$ cat src/rtl/count_sequencer.sv
// count_sequencer: sequences a WIDTH-bit step counter through programmed runs.
// Each run loads a start value, counts up or down to a terminal value, and is
// repeated reps+1 times. done pulses once after the last run. stop aborts.
//
// Ports:
//   clk      - clock, all state on rising edge
//   rst      - asynchronous active-high reset
//   start    - request a sequence (IDLE only)
//   stop     - abort request (LOAD and RUN)
//   up       - direction: 1 = count up, 0 = count down
//   limit    - terminal value (up) or start value (down)
//   reps     - extra repetitions; total runs = reps+1
//   pause    - (COUNT_SEQ_PAUSE_EN only) hold the counter while in RUN
//   q        - counter value (registered)
//   tc       - terminal count, decoded from state and q (combinational)
//   busy     - high in LOAD and RUN (registered)
//   done     - one-cycle completion pulse (registered)
//   rep_cnt  - index of the current run (registered)
//
// Optional feature macro: COUNT_SEQ_PAUSE_EN adds the pause input.

module count_sequencer #(
    parameter int unsigned WIDTH  = 4,
    parameter int unsigned NREP_W = 3
) (
    input  logic              clk,
    input  logic              rst,
    input  logic              start,
    input  logic              stop,
    input  logic              up,
    input  logic [WIDTH-1:0]  limit,
    input  logic [NREP_W-1:0] reps,
`ifdef COUNT_SEQ_PAUSE_EN
    input  logic              pause,
`endif
    output logic [WIDTH-1:0]  q,
    output logic              tc,
    output logic              busy,
    output logic              done,
    output logic [NREP_W-1:0] rep_cnt
);

    localparam logic [1:0] S_IDLE = 2'd0;
    localparam logic [1:0] S_LOAD = 2'd1;
    localparam logic [1:0] S_RUN  = 2'd2;
    localparam logic [1:0] S_DONE = 2'd3;

    logic [1:0]        r_state;
    logic [WIDTH-1:0]  r_q;
    logic [NREP_W-1:0] r_rep;
    logic              r_busy;
    logic              r_done;
    logic              r_up_s;
    logic [WIDTH-1:0]  r_limit_s;
    logic [NREP_W-1:0] r_reps_s;

    logic [1:0]        w_state_nxt;
    logic [WIDTH-1:0]  w_q_nxt;
    logic [NREP_W-1:0] w_rep_nxt;
    logic              w_busy_nxt;
    logic              w_done_nxt;
    logic              w_up_nxt;
    logic [WIDTH-1:0]  w_limit_nxt;
    logic [NREP_W-1:0] w_reps_nxt;

    logic [WIDTH-1:0]  w_end_val;
    logic [WIDTH-1:0]  w_start_val;
    logic              w_at_end;
    logic              w_pause;

`ifdef COUNT_SEQ_PAUSE_EN
    assign w_pause = pause;
`else
    assign w_pause = 1'b0;
`endif

    // End and reload values come only from the shadow copies.
    assign w_end_val   = r_up_s ? r_limit_s : '0;
    assign w_start_val = r_up_s ? '0 : r_limit_s;
    assign w_at_end    = (r_q == w_end_val);

    assign tc      = (r_state == S_RUN) && w_at_end && !w_pause;
    assign q       = r_q;
    assign busy    = r_busy;
    assign done    = r_done;
    assign rep_cnt = r_rep;

    // State register and all registered outputs.
    always_ff @(posedge clk or posedge rst) begin
        if (rst) begin
            r_state   <= S_IDLE;
            r_q       <= '0;
            r_rep     <= '0;
            r_busy    <= 1'b0;
            r_done    <= 1'b0;
            r_up_s    <= 1'b0;
            r_limit_s <= '0;
            r_reps_s  <= '0;
        end else begin
            r_state   <= w_state_nxt;
            r_q       <= w_q_nxt;
            r_rep     <= w_rep_nxt;
            r_busy    <= w_busy_nxt;
            r_done    <= w_done_nxt;
            r_up_s    <= w_up_nxt;
            r_limit_s <= w_limit_nxt;
            r_reps_s  <= w_reps_nxt;
        end
    end

    // Next-state and next-output decode.
    always_comb begin
        w_state_nxt = r_state;
        w_q_nxt     = r_q;
        w_rep_nxt   = r_rep;
        w_busy_nxt  = 1'b0;
        w_done_nxt  = 1'b0;
        w_up_nxt    = r_up_s;
        w_limit_nxt = r_limit_s;
        w_reps_nxt  = r_reps_s;

        case (r_state)
            S_IDLE: begin
                // stop wins over a simultaneous start
                if (start && !stop) begin
                    w_up_nxt    = up;
                    w_limit_nxt = limit;
                    w_reps_nxt  = reps;
                    w_state_nxt = S_LOAD;
                    w_busy_nxt  = 1'b1;
                end
            end
            S_LOAD: begin
                if (stop) begin
                    w_state_nxt = S_IDLE;
                end else begin
                    w_q_nxt     = w_start_val;
                    w_rep_nxt   = '0;
                    w_state_nxt = S_RUN;
                    w_busy_nxt  = 1'b1;
                end
            end
            S_RUN: begin
                if (stop) begin
                    w_state_nxt = S_IDLE;
                end else if (w_pause) begin
                    w_busy_nxt = 1'b1;
                end else if (w_at_end) begin
                    if (r_rep == r_reps_s) begin
                        // q keeps the end value through DONE
                        w_state_nxt = S_DONE;
                        w_done_nxt  = 1'b1;
                    end else begin
                        // back-to-back reload, no idle cycle between runs
                        w_rep_nxt  = r_rep + NREP_W'(1);
                        w_q_nxt    = w_start_val;
                        w_busy_nxt = 1'b1;
                    end
                end else begin
                    // never reached at the end value, so no wrap is possible
                    w_q_nxt    = r_up_s ? (r_q + WIDTH'(1)) : (r_q - WIDTH'(1));
                    w_busy_nxt = 1'b1;
                end
            end
            S_DONE: begin
                w_state_nxt = S_IDLE;
            end
            default: begin
                w_state_nxt = S_IDLE;
            end
        endcase
    end

endmodule

$ cat config.mk
export PLATFORM = sky130hd
export DESIGN_NAME = count_sequencer
export DESIGN_NICKNAME = d
export VERILOG_FILES = /design/src/rtl/count_sequencer.sv
export SDC_FILE = /design/constraint.sdc
export NUM_CORES = 1
export LEC_CHECK = 0
export BUFFER_PORTS_ARGS = -buffer_cell sky130_fd_sc_hd__buf_2
export CAP_MARGIN = 30
export CORE_UTILIZATION = 55
export CTS_CLUSTER_DIAMETER = 200
export DETAILED_ROUTE_END_ITERATION = 12
export GPL_TIMING_DRIVEN = 0
export PLACE_DENSITY = 0.78
export SLEW_MARGIN = 20
export SYNTH_ARGS = -nofsm -noshare
export SYNTH_HDL_FRONTEND = slang
export SYNTH_SLANG_ARGS = --single-unit
$ cat constraint.sdc
create_clock -name clk -period 2.7 [get_ports clk]
set_input_delay 0.54 -clock clk [delete_from_list [all_inputs] [get_ports clk]]
set_output_delay 0.54 -clock clk [all_outputs]
set_load 0.05 [all_outputs]
* After elaboration in Yosys (flattened, before gate mapping) *
Cells that the tools add are included.

operators by class
  $add $sub $neg = 3
  multipliers = 0
  div/mod/pow operators = 0
  order comparisons = 0
  equal/unequal tests = 13
  shift-type cells = 0
  multiplexer cells = 29
  bitwise gates (word level) = 0
  reductions and logical operators = 9

operator list
  cell                   number
  $mux W4                7
  $mux W3                4
  $mux W2                5
  $ne A2 B2 Y1 const B   5
  $mux W1                9
  $pmux W2 S4            1
  $pmux W4 S2            1
  $ne A3 B3 Y1 const B   2
  $pmux W3 S2            1
  $reduce_and A5 Y1      1
  $add A4 B1 Y4 const B  1
  $eq A2 B2 Y1 const B   2
  $eq A4 B4 Y1           1
  $reduce_and A4 Y1      1
  $sub A4 B1 Y4 const B  1
  $add A3 B1 Y3 const B  1
  $eq A3 B3 Y1           1
  $ne A3 B2 Y1 const B   1
  $pmux W1 S3            1
  $reduce_and A3 Y1      1
  $eq A2 B1 Y1 const B   1
  $logic_and A1 B1 Y1    2
  $logic_not A2 Y1       1
  $reduce_and A2 Y1      1
  2 further kinds        2

storage, ports and cells
  register bits after elaboration = 19
  bits in latches = 0
  memory bits (writable) = 0
  ROM bits = 0
  word-level logic and storage cells = 62
  memories kept = 0

* Longest topological paths before layout *
Gate-level depths: netlist (run 1).

  depth after elaboration = 5
  gate-level depth with buffers = 8
  gate-level depth less buffers = 7

* Least setup slack after synthesis (run 1) *
OpenSTA, ideal clock, no wires.

  kind = reg-to-output
  start point = register r_q[1] (netlist: q[1])
  end point = output port tc
  arrival = 2.442 ns
  required time = 2.160 ns
  slack = -0.282 ns
  cell stages (with the launch flop) = 4
  buffers on the path = 0
  path through = dfrtp_1 > nand4b_1 > o22a_1 > a221oi_1

on the way
  longest elaborated chain between the ends = 2

ends and longest elaborated chain
  what                    line  source
  from (decl)             49    logic [WIDTH-1:0] r_q;
  from (signal assigned)  101   r_q <= w_q_nxt;
  $eq A4 B4 Y1            80    assign w_at_end = (r_q == w_end_val);
  $logic_and A1 B1 Y1     82    assign tc = (r_state == S_RUN) && w_at_end && !w_pause;
  to (decl)               37    output logic tc,

No other way between the ends.

* Final worst setup path (run 1) *
  start point = register r_state[0]
  end point = output port tc

on the way
  longest elaborated chain between the ends = 2

ends and longest elaborated chain
  what                    line  source
  from (decl)             48    logic [1:0] r_state;
  from (signal assigned)  100   r_state <= w_state_nxt;
  $eq A2 B2 Y1            82
  $logic_and A1 B1 Y1     82

No other way between the ends.

==> run_results.csv, run 1 <==
group,metric,value,unit
floorplan,rows,17,
sta,drv_slew,0,
clocking,cts_tree,"done",
finish,final_nets,167,
worst_setup_path,rr_worst_depth,7,
global_route,grt_max_degree,20,
yosys,seq_area_frac_synth,36.82,%
power_and_ir_drop,power-per-cell-area,1139,mW/mm²
clocking,htree_levels,1,
clocking,cts_buffer_depth,2,
yosys,synth_top_cell_by_area,"dfrtp_1",
sta,fmax,0.4088,GHz
route,vias_per_cell,5.815,
worst_setup_path,crit_top_cell,"inv_1",
worst_setup_path,max_stage_delay,430,ps
yosys,ys_top_cells_by_area,"dfrtp_1 37%, mux2_2 7.8%, ha_1 7.8%, xnor2_1 3.4%, mux2i_1 3.1%",
finish,area_growth,13.47,%
global_route,grt_usage,22.91,%
power_and_ir_drop,ir_worst_vdd,0.5951,mV
sta,fin_hold_ws,345.2,ps
route,routed_wl,2547,µm
sta,tightest_slew,738.7,ps
job,maxCapViolCount,0,
power_and_ir_drop,switching_power,0.7904,mW
clocking,cts_buffers,3,
power_and_ir_drop,swShare,47.37,%
yosys,synth_edf_count,0,
route,drc,0,
yosys,ys_types,43,
floorplan,die_y,50.46,µm
yosys,avgSynthCellArea,10.76,µm²
sta,setup_viol,0,
route,drtPass1Iterations,4,
yosys,synth_top_area_share,36.82,%
power_and_ir_drop,total_power,1.668,mW
power_and_ir_drop,power.share.clock,8.8,%
worst_setup_path,crit_chain,"inv_1 -> ha_1 -> inv_1 -> a221oi_2 -> buf_2",
yosys,synth_seq_cells,19,
clocking,clk_pin_slew,110,ps
sta,rsz0062_at_grt,"no",
power_and_ir_drop,power.internal,0.8780,mW
sta,setup_tns,0,ps
clocking,insertion_delay,300,ps
floorplan,die_x,50.46,µm
place,gp_congestion,0.8212,
route,ant_nets,0,
floorplan,io_pins,22,
worst_setup_path,slowest_stage,"dfrtp_1",
worst_setup_path,endpoint_kind,"output pin",
worst_setup_path,cp-start-kind,"flip-flop",
run_status,status,"finished clean",
sta,finalCritPeriodShare,90.59,%
finish,mostFrequentLayoutCell,"buf_2",
power_and_ir_drop,p_leak,0.6984,nW
sta,slew_headroom,50.70,%
power_and_ir_drop,comb_power_share,59.9,%
yosys,synthArstFlopShare,100.0,%
clocking,cts-root-buf,"clkbuf_4",
yosys,synth_ff_type,"dfrtp_1",
sta,finalHoldViolations,0,
floorplan,coreArea,0.002212,mm²
place,hpwl,1964,µm
clocking,cts_hold_repair.buffers,0,
sta,clock-skew-final,3.208,ps
finish,drive_above_1_share,31.03,%
worst_setup_path,critPathRequiredTime,2160,ps
route,vias,1006,
sta,min_period,2446,ps
finish,stdcell_area,0.001465,mm²
yosys,ys_warn_count,0,
floorplan,die_area,0.002546,mm²
worst_setup_path,critPathMaxFanout,7,
finish,fillers,192,
place,io_buffers,21,
worst_setup_path,worst-setup-path-type,"reg2out",
yosys,syn_inst,120,
global_route,grt_pass1_wl,4319,µm
min_path,min_path_type,"in2async",
place,placed_area,0.001438,mm²
route,wire_per_inst,14.72,µm
worst_setup_path,cp.arrival,1910,ps
clocking,post_cts_resized,0,
global_route,grt_pass1_vias,980,
power_and_ir_drop,power_frac_seq,31.3,%
clocking,clkSinkCount,19,
clocking,cts_setup_buffers,0,
finish,final_cell_mix,"21 x buf_2, 19 x dfrtp_1, 9 x nand2_1, 9 x mux2_2, 8 x ha_1",
floorplan,start_util,58.37,%
global_route,grt-ovfl-total,0,
finish,antenna_cells,0,
route,drt_iter0_drc,14,
yosys,syn_area,0.001291,mm²
yosys,synth_nets,141,
global_route,grt_antenna_before_repair,0,
## synthesized netlist by cell type (2+ instances only)
master,instances
a21o_1,2
a21oi_1,5
a221oi_2,2
and3_1,3
dfrtp_1,19
ha_1,8
inv_1,5
mux2_2,9
mux2_4,2
mux2i_1,4
nand2_1,9
nand3_1,4
nand4_1,2
nor2_1,6
nor3_1,2
o21ai_0,4
o21ai_1,3
xnor2_1,5
xor2_1,2
## final timing paths
path                                         startpoint                       end  slack [ps]
worst min register to register  r_reps_s[0]$_DFFE_PP0P_   r_reps_s[0]$_DFFE_PP0P_         550
max in group asynchronous                           rst    r_state[1]$_DFFE_PP0P_        1890
worst min-delay path                                rst  r_limit_s[0]$_DFFE_PP0P_         350
worst max register to register   r_state[0]$_DFFE_PP0P_          q[1]$_DFFE_PP0P_         480
worst max-delay path             r_state[0]$_DFFE_PP0P_                        tc         250
min in group clk                                   stop            done$_DFF_PP0_         450
## routing by layer
metal / up-vias / track usage [%] / wire (µm)
li1: 497 / - / -
met1: 482 / 26.94 / 1134
met2: 22 / 40.44 / 1293
met3: 5 / 4.545 / 93
met4: 0 / 9.259 / 25
met5: - / 0 / 0
## cell families after synthesis
| logic type | share of synthesized area (%) |
|---|---|
| xor+xnor | 4.748 |
| compound gates | 18.51 |
| buf+inv | 2.907 |
| fa+ha+maj | 9.303 |
| flops | 36.82 |
| simple gates | 14.44 |
| mux | 13.28 |
## registers in the layout (all words and copies together) (netlist names)
register / flops
r_reps_s: 3
busy: 1
r_state: 2
q: 4
done: 1
rep_cnt: 3
r_up_s: 1
r_limit_s: 4
## metrics by stage
stage,utilization [%],setup slack (ps),cells
final,66.23,254.1,173
after global routing,66.23,155.1,173
after CTS,66.23,226.9,173
after detailed placement,64.99,517.1,169
after global placement,64.99,589.1,169
after floorplan,-,173.8,120
## power groups by stage
stage                     registers (mW)  logic [mW]  clock network [mW]
final                              0.522       0.999               0.147
after floorplan                    0.609       0.714                   0
after global routing               0.539        1.10               0.164
after detailed placement           0.531       0.994                   0
after CTS                          0.524       0.998               0.157
after global placement             0.521       0.955                   0
## cell type report
class	instances	area (µm²)	share of cell area [%]
Multi-Input combinational cell	93	784.5	53.54
Sequential cell	19	475.5	32.45
Timing Repair Buffer	21	105.1	7.173
Tap cell	28	35.03	2.391
Clock buffer	3	22.52	1.537
Inverter	6	22.52	1.537
Buffer	2	15.01	1.025
Clock inverter	1	5.005	0.3416
## critical path, delay by kind of cell (launching register included)
family | cells | cell delay [ps]
AOI/OAI and AO/OA | 1 | 190
adders and majority gates | 1 | 340
DFF | 1 | 430
buffers and inverters | 3 | 650
No activity file was read; power rests on OpenSTA's default activity.
==> inputs of run 2 (changes only) <==
Settings changed: SETUP_SLACK_MARGIN from default to 0.4.
==> run 2 against run 1 <==
Via count is 7.4% higher. Clock-buffer cell count stayed put. Critical endpoint unchanged. Die area stayed put. Non-clock buffer count is 6 higher. Routed wire length is 16% higher. Setup slack better by 170 ps. Sequential power is 1% higher. Critical path type unchanged. Critical path depth is 1 lower.
==> run_results.csv, run 2 (synthesized netlist as in run 1, its figures left out) <==
group,metric,value,unit
run_status,status,"finished clean",
route,wire_per_inst,16.55,µm
worst_setup_path,r2r_start,"r_state[0]$_DFFE_PP0P_",
finish,multi_input_area,832.0,µm²
clocking,cts_hold_repair.buffers,0,
global_route,grt-ovfl-total,0,
sta,setup_tns,0,ps
min_path,min_path_type,"in2async",
global_route,grt_pass1_wl,4733,µm
sta,finalCritPeriodShare,84.17,%
place,hpwl,2067,µm
finish,ff_latch_area,481.7,µm²
worst_setup_path,regToRegSetupSlack,460,ps
finish,antenna_cells,0,
sta,finalHoldViolations,0,
clocking,insertion_delay,310,ps
job,maxCapViolCount,0,
sta,setup_viol,0,
finish,mostFrequentLayoutCell,"buf_2",
sta,tightest_slew,737.4,ps
floorplan,rows,17,
finish,drive_above_1_share,39.74,%
place,io_buffers,21,
place,gp_congestion,0.7873,
clocking,clk_pin_slew,120,ps
power_and_ir_drop,power-per-cell-area,1156,mW/mm²
floorplan,io_pins,22,
finish,fin_util,71.27,%
sta,rsz0062_at_grt,"yes",
power_and_ir_drop,p_leak,0.7295,nW
floorplan,die_area,0.002546,mm²
power_and_ir_drop,ir_worst_vdd,0.6939,mV
sta,slew_headroom,50.79,%
worst_setup_path,critPathMaxFanout,5,
finish,area_growth,22.09,%
sta,fmax,0.4400,GHz
clocking,cts-root-buf,"clkbuf_4",
worst_setup_path,cp-start-kind,"flip-flop",
worst_setup_path,critPathRequiredTime,2160,ps
route,vias_per_cell,6.034,
clocking,htree_levels,1,
worst_setup_path,worst_r2r_endpoint,"q[0]$_DFFE_PP0P_",
clocking,cts_buffers,3,
clocking,cts_tree,"done",
floorplan,die_y,50.46,µm
worst_setup_path,cp.arrival,1730,ps
sta,clock-skew-final,12.11,ps
global_route,grt_antenna_before_repair,0,
global_route,grt_usage,24.95,%
worst_setup_path,rr_worst_depth,8,
sta,min_period,2273,ps
route,drt_iter0_drc,18,
finish,final_cell_mix,"20 x buf_2, 14 x dfrtp_1, 9 x mux2_2, 8 x nand2_1, 7 x ha_1",
route,vias,1080,
global_route,grt_max_degree,20,
floorplan,coreArea,0.002212,mm²
worst_setup_path,endpoint_kind,"output pin",
route,routed_wl,2963,µm
route,ant_nets,0,
global_route,grt_pass1_vias,1063,
finish,fillers,178,
sta,drv_slew,0,
clocking,cts_buffer_depth,2,
finish,final_nets,173,
worst_setup_path,worst-setup-path-type,"reg2out",
route,drc,0,
route,drtPass1Iterations,4,
clocking,clkSinkCount,19,
floorplan,start_util,58.37,%
floorplan,die_x,50.46,µm
==> run 2: cell count changes in the layout (fill, tap and decap cells not counted), moves of 2 or more <==
cell	change
clkinvlp_4	+2
dfrtp_1	-5
dfrtp_2	+5
buf_4	+6
==> run 2: where the power goes <==
group	switching, mW	leakage [nW]	total (mW)	internal [mW]
Clock	0.0963	0.0139	0.153	0.0565
Sequential	0.130	0.234	0.528	0.398
Combinational	0.643	0.482	1.14	0.500
Total	0.869	0.729	1.82	0.954
==> run 2: through the flow <==
step	power [mW]	hold WS, ps	setup slack (ps)	instance area, µm²	cells
2_1_floorplan	1.335	491.1	404.7	1309	120
3_3_place_gp	1.492	513.0	554.4	1449	169
3_5_place_dp	1.551	523.5	479.4	1449	169
4_1_cts	1.735	355.5	415.6	1520	175
5_1_grt	1.949	406.0	339.4	1577	179
6_report	1.823	336.7	427.5	1577	179
==> run 2: critical path, cell delays in order (launching register included) <==
cell	delay, ps
dfrtp_1	450
o21ai_0	260
nand2_2	190
a221oi_4	330
buf_6	200
==> run 2: worst max path at each step <==
stage / startpoint / to / slack, ps / cells past startpoint
floorplan: q[1]$_DFFE_PP0P_ / tc / 400 / 3
global placement: r_state[0]$_DFFE_PP0P_ / q[1]$_DFFE_PP0P_ / 550 / 7
detailed placement: r_state[0]$_DFFE_PP0P_ / q[1]$_DFFE_PP0P_ / 480 / 7
CTS: q[3]$_DFFE_PP0P_ / tc / 420 / 4
global route: r_limit_s[0]$_DFFE_PP0P_ / tc / 340 / 4
finish: r_limit_s[2]$_DFFE_PP0P_ / tc / 430 / 4
==> run 2: layout make-up <==
| class | count | share of cell area (%) |
|---|---|---|
| Buffer | 2 | 0.9524 |
| Clock buffer | 3 | 1.429 |
| Clock inverter | 1 | 0.4762 |
| Inverter | 6 | 1.667 |
| Multi-Input combinational cell | 93 | 52.78 |
| Sequential cell | 19 | 30.56 |
| Tap cell | 28 | 2.222 |
| Timing Repair Buffer | 27 | 9.921 |
==> run 2: routing by layer <==
metal	track usage [%]	share of wire [%]
met1	31.58	43
met4	6.944	0.91
met2	44.00	52
met3	3.636	4.2
met5	0	0
==> run 2: what timing repair did <==
item,CTS,global route
setup endpoints to repair,1,2
resized for setup,8,8
setup buffers,2,4
pin swaps,0,4
==> inputs of run 3 (changes only) <==
Clock period 2.7 ns to 2.2 ns, I/O delays scaled along.
==> run 3 against run 2 <==
Power grew 30%. Clock skew down 7.7 ps. Largest power group unchanged. Clock power increased by 21%. Critical path depth did not move. Utilization increased by 3.9 points. Setup slack worse by 330 ps.
==> run_results.csv, run 3 (synthesized netlist as in run 1, its figures left out) <==
group,metric,value,unit
clocking,cts_tree,"done",
route,vias,1057,
floorplan,rows,17,
floorplan,die_area,0.002546,mm²
floorplan,die_y,50.46,µm
worst_setup_path,critPathRequiredTime,1760,ps
clocking,clkSinkCount,19,
run_status,status,"finished clean",
finish,stdcell_area,0.001663,mm²
worst_setup_path,endpoint_kind,"output pin",
sta,fmax,0.4754,GHz
sta,finalCritPeriodShare,95.61,%
global_route,grt_usage,24.60,%
clocking,cts-root-buf,"clkbuf_4",
finish,area_growth,28.78,%
clocking,cts_hold_repair.buffers,0,
finish,ff_latch_area,481.7,µm²
route,wire_per_inst,15.39,µm
floorplan,io_pins,22,
sta,setup_tns,0,ps
sta,rsz0062_at_grt,"yes",
sta,fin_hold_ws,239.1,ps
place,placed_area,0.001481,mm²
worst_setup_path,worst-setup-path-type,"reg2out",
clocking,cts_buffers,3,
finish,antenna_cells,0,
route,routed_wl,2848,µm
route,drc,0,
sta,drv_slew,0,
finish,mostFrequentLayoutCell,"buf_2",
sta,layout_setup_ws,96.59,ps
global_route,grt_max_degree,20,
route,vias_per_cell,5.714,
sta,tightest_slew,737.0,ps
worst_setup_path,cp-start-kind,"flip-flop",
clocking,cts_buffer_depth,2,
global_route,grt_pass1_wl,4554,µm
global_route,grt_antenna_before_repair,0,
sta,min_period,2103,ps
global_route,grt_pass1_vias,986,
floorplan,coreArea,0.002212,mm²
place,hpwl,1949,µm
power_and_ir_drop,total_power,2.367,mW
place,gp_congestion,0.8372,
finish,drive_above_1_share,47.13,%
worst_setup_path,cp.arrival,1660,ps
sta,clock-skew-final,4.360,ps
global_route,grt-ovfl-total,0,
place,dp_slack,69.01,ps
finish,fillers,159,
floorplan,start_util,58.37,%
clocking,clk_pin_slew,110,ps
route,drtPass1Iterations,6,
route,drt_iter0_drc,16,
power_and_ir_drop,ir_worst_vdd,0.9891,mV
sta,slew_headroom,50.81,%
clocking,htree_levels,1,
power_and_ir_drop,p_leak,0.7730,nW
power_and_ir_drop,power-per-cell-area,1423,mW/mm²
job,maxCapViolCount,0,
finish,final_cell_mix,"20 x buf_2, 14 x dfrtp_1, 11 x buf_4, 9 x mux2_2",
sta,finalHoldViolations,0,
worst_setup_path,critPathMaxFanout,6,
finish,multi_input_area,870.8,µm²
sta,setup_viol,0,
clocking,insertion_delay,310,ps
min_path,min_path_type,"in2async",
floorplan,die_x,50.46,µm
route,ant_nets,0,
place,io_buffers,21,
finish,final_nets,179,
-- run 3: layer usage --
metal	vias up	share of wire, %	track usage [%]	wire length (µm)
met1	505	49	33.40	1395
met5	-	0	0	0
li1	524	-	-	-
met3	7	2.6	3.939	74
met2	21	47	39.33	1333
met4	0	1.5	9.259	44
-- run 3: final cells by class --
type / instances / area share (%)
buffer: 2 / 0.9782
clock buffer: 4 / 1.580
inverter: 6 / 1.655
multi-input combinational: 93 / 52.37
sequential: 19 / 28.97
tap: 28 / 2.107
timing repair buffer: 33 / 12.34
-- run 3: where the power goes --
part / internal (mW) / switching [mW]
clock: 0.0708 / 0.114
combinational: 0.695 / 0.836
sequential: 0.489 / 0.161
-- run 3: path summary, 6_finish.rpt --
check	to	slack, ps	from	cells past startpoint
setup reg to reg	q[1]$_DFFE_PP0P_	150	r_limit_s[0]$_DFFE_PP0P_	6
max in group asynchronous	q[1]$_DFFE_PP0P_	1450	rst	2
min in group clk	done$_DFF_PP0_	350	stop	2
setup / recovery	tc	100	r_limit_s[0]$_DFFE_PP0P_	4
hold / removal	rep_cnt[2]$_DFFE_PP0P_	240	rst	2
hold reg to reg	r_reps_s[1]$_DFFE_PP0P_	540	r_reps_s[1]$_DFFE_PP0P_	1
-- run 3: what timing repair did --
| action | in CTS | in global routing |
|---|---|---|
| pin swaps | 7 | 3 |
| gates resized for setup | 14 | 4 |
| buffers inserted | 8 | 4 |
| endpoints found under the setup margin | 9 | 11 |
-- run 3: critical path, cell delays in order (launching register included) --
cell,delay [ps]
dfrtp_2,460
and4bb_1,340
a2bb2oi_4,90
a221oi_4,270
buf_6,190
-- run 3: through the flow --
| stage | util [%] | instances |
|---|---|---|
| final | 75.17 | 185 |
| after global routing | 75.17 | 185 |
| after CTS | 73.30 | 181 |
| after detailed placement | 66.97 | 169 |
| after global placement | 66.97 | 169 |
| after floorplan | - | 120 |
